==> src/rtl/ga_issue_queue.sv <==
// In-order request buffer and single-outstanding issue sequencer in front of ga_coprocessor.
// Optional response watchdog enabled by defining GA_ISSUE_TIMEOUT_EN.
//
// state   | meaning
// S_IDLE  | waiting for a queued request; pops the FIFO head into the issue register
// S_ISSUE | presenting the issue register to the coprocessor
// S_WAIT  | issue accepted, waiting for the coprocessor result
// S_RESP  | presenting the captured result to the core
module ga_issue_queue #(
    parameter int DEPTH          = 4,
    parameter int TIMEOUT_CYCLES = 100
) (
    input  logic                         clk_i,
    input  logic                         rst_i,
    input  logic                         req_valid_i,
    output logic                         req_ready_o,
    input  logic [3:0]                   req_funct_i,
    input  logic [31:0]                  req_op_a_i,
    input  logic [31:0]                  req_op_b_i,
    input  logic [4:0]                   req_rd_i,
    input  logic                         flush_i,
    output logic                         cp_valid_o,
    input  logic                         cp_ready_i,
    output logic [3:0]                   cp_funct_o,
    output logic [31:0]                  cp_op_a_o,
    output logic [31:0]                  cp_op_b_o,
    input  logic                         cp_resp_valid_i,
    input  logic [31:0]                  cp_result_i,
    input  logic                         cp_error_i,
    output logic                         rsp_valid_o,
    input  logic                         rsp_ready_i,
    output logic [31:0]                  rsp_result_o,
    output logic [4:0]                   rsp_rd_o,
    output logic                         rsp_error_o,
    output logic                         rsp_timeout_o,
    output logic [$clog2(DEPTH+1)-1:0]   count_o,
    output logic                         busy_o
);

    localparam int AW = $clog2(DEPTH);
    localparam int CW = $clog2(DEPTH + 1);
    localparam logic [15:0] TIMEOUT_LAST = 16'(TIMEOUT_CYCLES - 1);

    typedef enum logic [1:0] {S_IDLE, S_ISSUE, S_WAIT, S_RESP} state_e;

    typedef struct packed {
        logic [3:0]  funct;
        logic [31:0] op_a;
        logic [31:0] op_b;
        logic [4:0]  rd;
    } entry_t;

    state_e        state_q, state_d;
    entry_t        mem_q [DEPTH];
    entry_t        mem_d [DEPTH];
    logic [AW-1:0] wr_ptr_q, wr_ptr_d;
    logic [AW-1:0] rd_ptr_q, rd_ptr_d;
    logic [CW-1:0] count_q, count_d;
    entry_t        iss_q, iss_d;
    logic          cp_valid_q, cp_valid_d;
    logic          rsp_valid_q, rsp_valid_d;
    logic [31:0]   rsp_result_q, rsp_result_d;
    logic          rsp_error_q, rsp_error_d;
    logic          rsp_timeout_q, rsp_timeout_d;
    logic [15:0]   wait_cnt_q, wait_cnt_d;

    logic full, empty, push, pop, wait_last, timeout_hit;

    assign full        = (count_q == CW'(DEPTH));
    assign empty       = (count_q == '0);
    assign req_ready_o = !full && !flush_i;
    assign push        = req_valid_i && req_ready_o;
    assign pop         = (state_q == S_IDLE) && !empty && !flush_i;
    // The counter parks at its last value; only the watchdog build acts on it.
    assign wait_last   = (wait_cnt_q == TIMEOUT_LAST);

`ifdef GA_ISSUE_TIMEOUT_EN
    assign timeout_hit = wait_last;
`else
    assign timeout_hit = 1'b0;
`endif

    always_comb begin
        state_d       = state_q;
        mem_d         = mem_q;
        wr_ptr_d      = wr_ptr_q;
        rd_ptr_d      = rd_ptr_q;
        count_d       = count_q;
        iss_d         = iss_q;
        cp_valid_d    = cp_valid_q;
        rsp_valid_d   = rsp_valid_q;
        rsp_result_d  = rsp_result_q;
        rsp_error_d   = rsp_error_q;
        rsp_timeout_d = rsp_timeout_q;
        wait_cnt_d    = wait_cnt_q;

        if (push) begin
            mem_d[wr_ptr_q] = '{funct: req_funct_i, op_a: req_op_a_i,
                                op_b: req_op_b_i, rd: req_rd_i};
            wr_ptr_d = wr_ptr_q + 1'b1;
        end
        if (pop) begin
            iss_d    = mem_q[rd_ptr_q];
            rd_ptr_d = rd_ptr_q + 1'b1;
        end
        if (flush_i) begin
            wr_ptr_d = '0;
            rd_ptr_d = '0;
            count_d  = '0;
        end else begin
            count_d = count_q + CW'(push) - CW'(pop);
        end

        case (state_q)
            S_IDLE: begin
                if (pop) begin
                    state_d    = S_ISSUE;
                    cp_valid_d = 1'b1;
                end
            end
            S_ISSUE: begin
                if (cp_ready_i) begin
                    state_d    = S_WAIT;
                    cp_valid_d = 1'b0;
                    wait_cnt_d = '0;
                end
            end
            S_WAIT: begin
                if (cp_resp_valid_i) begin
                    state_d       = S_RESP;
                    rsp_valid_d   = 1'b1;
                    rsp_result_d  = cp_result_i;
                    rsp_error_d   = cp_error_i;
                    rsp_timeout_d = 1'b0;
                end else if (timeout_hit) begin
                    state_d       = S_RESP;
                    rsp_valid_d   = 1'b1;
                    rsp_result_d  = '0;
                    rsp_error_d   = 1'b1;
                    rsp_timeout_d = 1'b1;
                end else if (!wait_last) begin
                    wait_cnt_d = wait_cnt_q + 16'd1;
                end
            end
            S_RESP: begin
                if (rsp_ready_i) begin
                    state_d     = S_IDLE;
                    rsp_valid_d = 1'b0;
                end
            end
            default: state_d = S_IDLE;
        endcase
    end

    always_ff @(posedge clk_i or posedge rst_i) begin
        if (rst_i) begin
            state_q       <= S_IDLE;
            mem_q         <= '{default: '0};
            wr_ptr_q      <= '0;
            rd_ptr_q      <= '0;
            count_q       <= '0;
            iss_q         <= '0;
            cp_valid_q    <= 1'b0;
            rsp_valid_q   <= 1'b0;
            rsp_result_q  <= '0;
            rsp_error_q   <= 1'b0;
            rsp_timeout_q <= 1'b0;
            wait_cnt_q    <= '0;
        end else begin
            state_q       <= state_d;
            mem_q         <= mem_d;
            wr_ptr_q      <= wr_ptr_d;
            rd_ptr_q      <= rd_ptr_d;
            count_q       <= count_d;
            iss_q         <= iss_d;
            cp_valid_q    <= cp_valid_d;
            rsp_valid_q   <= rsp_valid_d;
            rsp_result_q  <= rsp_result_d;
            rsp_error_q   <= rsp_error_d;
            rsp_timeout_q <= rsp_timeout_d;
            wait_cnt_q    <= wait_cnt_d;
        end
    end

    assign cp_valid_o    = cp_valid_q;
    assign cp_funct_o    = iss_q.funct;
    assign cp_op_a_o     = iss_q.op_a;
    assign cp_op_b_o     = iss_q.op_b;
    assign rsp_valid_o   = rsp_valid_q;
    assign rsp_result_o  = rsp_result_q;
    // The issue register is only reloaded from IDLE, so rd stays valid through RESP.
    assign rsp_rd_o      = iss_q.rd;
    assign rsp_error_o   = rsp_error_q;
    assign rsp_timeout_o = rsp_timeout_q;
    assign count_o       = count_q;
    assign busy_o        = (state_q != S_IDLE);

endmodule

==> config.mk <==
export PLATFORM = sky130hd
export DESIGN_NAME = ga_issue_queue
export DESIGN_NICKNAME = d
export VERILOG_FILES = /design/src/rtl/ga_issue_queue.sv
export SDC_FILE = /design/constraint.sdc
export NUM_CORES = 1
export LEC_CHECK = 0
export ABC_AREA = 1
export ABC_CLOCK_PERIOD_IN_PS = 33700
export BUFFER_PORTS_ARGS = -buffer_cell sky130_fd_sc_hd__buf_2
export CAP_MARGIN = 30
export CORE_MARGIN = 8
export CORE_UTILIZATION = 35
export DETAILED_ROUTE_END_ITERATION = 10
export PLACE_DENSITY = 0.57
export SLEW_MARGIN = 0
export SYNTH_ARGS = -nofsm -noshare
export SYNTH_HDL_FRONTEND = slang
export SYNTH_SLANG_ARGS = --single-unit
==> constraint.sdc <==
create_clock -name clk_i -period 33.7 [get_ports clk_i]
set_input_delay 6.74 -clock clk_i [delete_from_list [all_inputs] [get_ports clk_i]]
set_output_delay 6.74 -clock clk_i [all_outputs]
set_load 0.005 [all_outputs]
==> run summary <==
vias per std cell -> 5.25
Final ANT Viol Nets -> 0
status -> completed
Yosys reg bits -> 409
Mapped Cells -> 2,254
CP Data Required Time -> 26.96 ns
final hold viol count -> 0
Synth Cell Area -> 19,000 sq um
HPWL Detailed -> 31,000 microns
Area Overhead vs Synth -> 15.6%
post-route cell area -> 22,000 sq um
warnings from Yosys -> 0
Crit. Startpoint -> flush_i
die area -> 62,100 sq um
CTS H-Tree Depth -> 2
Leak -> 0.0115 uW
RR Startpoint -> rd_ptr_q[0]$_DFFE_PP0P_
Root Buffer -> clkbuf_16
CP Data Arrival Time -> 7.30 ns
grt ovf -> 0
fin. max-slew vios -> 0
GRT Total Usage -> 18.0%
max incr delay on CP -> 0.25 ns
detailed-route DRC error count -> 0
Post-synth ARST share -> 100%
CP max-delay cell -> buf_2
f_max -> 71.2 MHz
CTS tree -> done
final critical-path required period -> 14.04 ns
Clk Latency, worst-skew pair -> 0.58 ns
max_cap viols -> 0
CTS Sinks -> 409
RSZ-0062 raised after global routing -> false
pwr dens -> 89.7 nW/um^2
vias in the first global route -> 16,300
Hold-fix buffers, CTS -> 0
count of different cell masters after synthesis -> 27
top_reg_cell synth -> dfrtp_1
drt total wl -> 57,300 microns
final net count -> 2,490
CTS max path bufs -> 3
final hold slack -> 0.462 ns
VDD IR max -> 49.3 uV
sequential area share after synthesis -> 53.8%
Synth area leaders -> dfrtp_1 54%, nand2_1 16%, nand4_1 9.6%
HP Class -> flip-flop to flip-flop
IO Pins -> 227
drt first pass iters -> 5
top-area cell type share of the netlist area -> 53.8%
Initial Util -> 35.3%
Vias -> 16,300
clock-pin slew on the worst setup and hold paths -> 0.05 ns
Die W -> 249 microns
total CTS buffers -> 47
wire length per cell -> 18.5 microns
first-pass GRT wire length -> 91,900 microns
worst-path cell chain -> buf_2 > a21oi_4 > buf_2
biggest area consumer among synthesized cells -> dfrtp_1
critical path type -> input port to output port
largest net degree at the start of global routing -> 194
initial antenna violation count -> 11
Post-synth EDFFs -> 0
core area -> 53,800 sq um
post-CTS sizing -> 0
Rel. slew slack -> 31.1%
Filler cells -> 5,414
dpl cells -> 3,009
share of layout cells above drive strength 1 -> 15.8%
crit path capture type -> output port
syn nets -> 2,379
Crit path top cell by count -> buf_2
CP Buf/Inv Count -> 2
final period utilization -> 41.7%
Layout Cells excl Fill -> 3,100
Critical Path Fanout Max -> 6
total design power -> 1970 uW
Syn Area/Cell -> 8.44 sq um
flop2flop setup slack -> 30.65 ns
Worst-Margin Slew -> 1.03 ns
post-CTS setup buffer count -> 0
final setup skew -> 0.0226 ns
port bufs -> 225
Die Y -> 249 microns
crit-path leading delay family -> buffers and inverters
Area after DPL -> 20,300 sq um
placer congestion estimate -> 0.735
total negative setup slack -> 0 ns
# setup viols final -> 0
row count -> 85
initial DRC count -> 1,488
startpoint class of the critical path -> input port
hold_sp -> mem_q[87]$_DFFE_PP0P_
[metrics by stage]
stage          setup WS, ns  utilization, %
3_5_place_dp          19.64            37.8
2_1_floorplan         15.58               -
5_1_grt               19.61            40.9
3_3_place_gp          19.65            37.4
6_report              19.66            40.9
4_1_cts               19.63            40.7
[synthesized netlist by cell type, drive strengths merged (2+ instances only)]
cell type  instances
nor2             227
dfrtp            409
nand3              9
a21oi              2
ha                11
mux2              33
inv               22
nand4            293
o21ai            222
nand2            825
buf              130
clkbuf            64
[area by class of cell]
type | count | area, sq um | share of cell area, %
Multi-Input combinational cell | 1629 | 7640 | 34.7
Clock buffer | 72 | 1420 | 6.46
Sequential cell | 409 | 10200 | 46.6
Clock inverter | 12 | 154 | 0.700
Inverter | 22 | 93.8 | 0.427
Antenna cell | 4 | 10.0 | 0.0455
Tap cell | 696 | 871 | 3.96
Timing Repair Buffer | 256 | 1560 | 7.08
[path summary, 6_finish.rpt]
check	to	cells after the start
min in group asynchronous	rsp_result_o[19]$_DFFE_PP0P_	2
worst max register to register	cp_op_a_o[10]$_DFFE_PP0P_	6
worst max-delay path	req_ready_o	3
worst min-delay path	mem_q[87]$_DFFE_PP0P_	2
worst min register to register	mem_q[87]$_DFFE_PP0P_	2
max in group asynchronous	cp_op_a_o[18]$_DFFE_PP0P_	3
[flip-flops by register name, summed over array words and instances (netlist names)]
name / count
count_o: 3
cp_funct_o: 4
cp_op_a_o: 32
cp_op_b_o: 32
cp_valid_o: 1
mem_q: 292
rd_ptr_q: 2
rsp_error_o: 1
rsp_rd_o: 5
rsp_result_o: 32
rsp_valid_o: 1
state_q: 2
wr_ptr_q: 2
[routing by layer]
| metal | global-route usage [%] | vias up | share of wire (%) |
|---|---|---|---|
| met5 | 0 | - | 0.15 |
| met4 | 5.42 | 12 | 2.2 |
| met3 | 4.14 | 85 | 7.1 |
| met2 | 28.7 | 521 | 47 |
| met1 | 24.1 | 7910 | 44 |
| li1 | - | 7736 | - |
[kinds of logic (layout without fill, tap and decap cells)]
kind of cell,Yosys count,after routing,share of synthesized area (%)
xor gates and xnor gates,2,2,0.0921
adders and majority gates,12,12,0.829
and+or+nand+nor,1356,1356,31.0
muxes,33,33,1.95
buffers and inverters,216,362,6.40
DFF,409,409,53.8
other,1,5,0.0197
AOI/OAI and AO/OA,225,225,5.95
[power by group]
| group | total, uW | switching (uW) | leakage (uW) | internal [uW] |
|---|---|---|---|---|
| registers | 838 | 126 | 0.00523 | 713 |
| logic | 617 | 385 | 0.00544 | 231 |
| clock network | 517 | 204 | 0.000779 | 313 |
| total | 1970 | 715 | 0.0115 | 1260 |
[worst min-delay path: cells and delay by family (launching register included)]
family           cells  cell delay, ns
AND/OR/NAND/NOR      2            0.10
flip-flops           1            0.33
[cells in the final DEF (no fill, tap or decap), types with 3 or more instances in the layout]
master / synthesis / routed
buf_12: 0 / 4
buf_16: 0 / 7
buf_2: 84 / 224
buf_4: 5 / 20
bufinv_16: 0 / 3
clkbuf_1: 62 / 11
clkbuf_16: 0 / 48
clkbuf_8: 2 / 14
clkinv_2: 0 / 7
dfrtp_1: 409 / 407
diode_2: 0 / 4
ha_1: 11 / 7
ha_4: 0 / 4
inv_1: 21 / 18
mux2_2: 33 / 33
nand2_1: 825 / 825
nand3_1: 5 / 4
nand3_4: 4 / 5
nand4_1: 293 / 293
nor2_1: 227 / 227
o21ai_0: 219 / 219
o21ai_1: 3 / 3
Power figures use the tool's default switching activity.
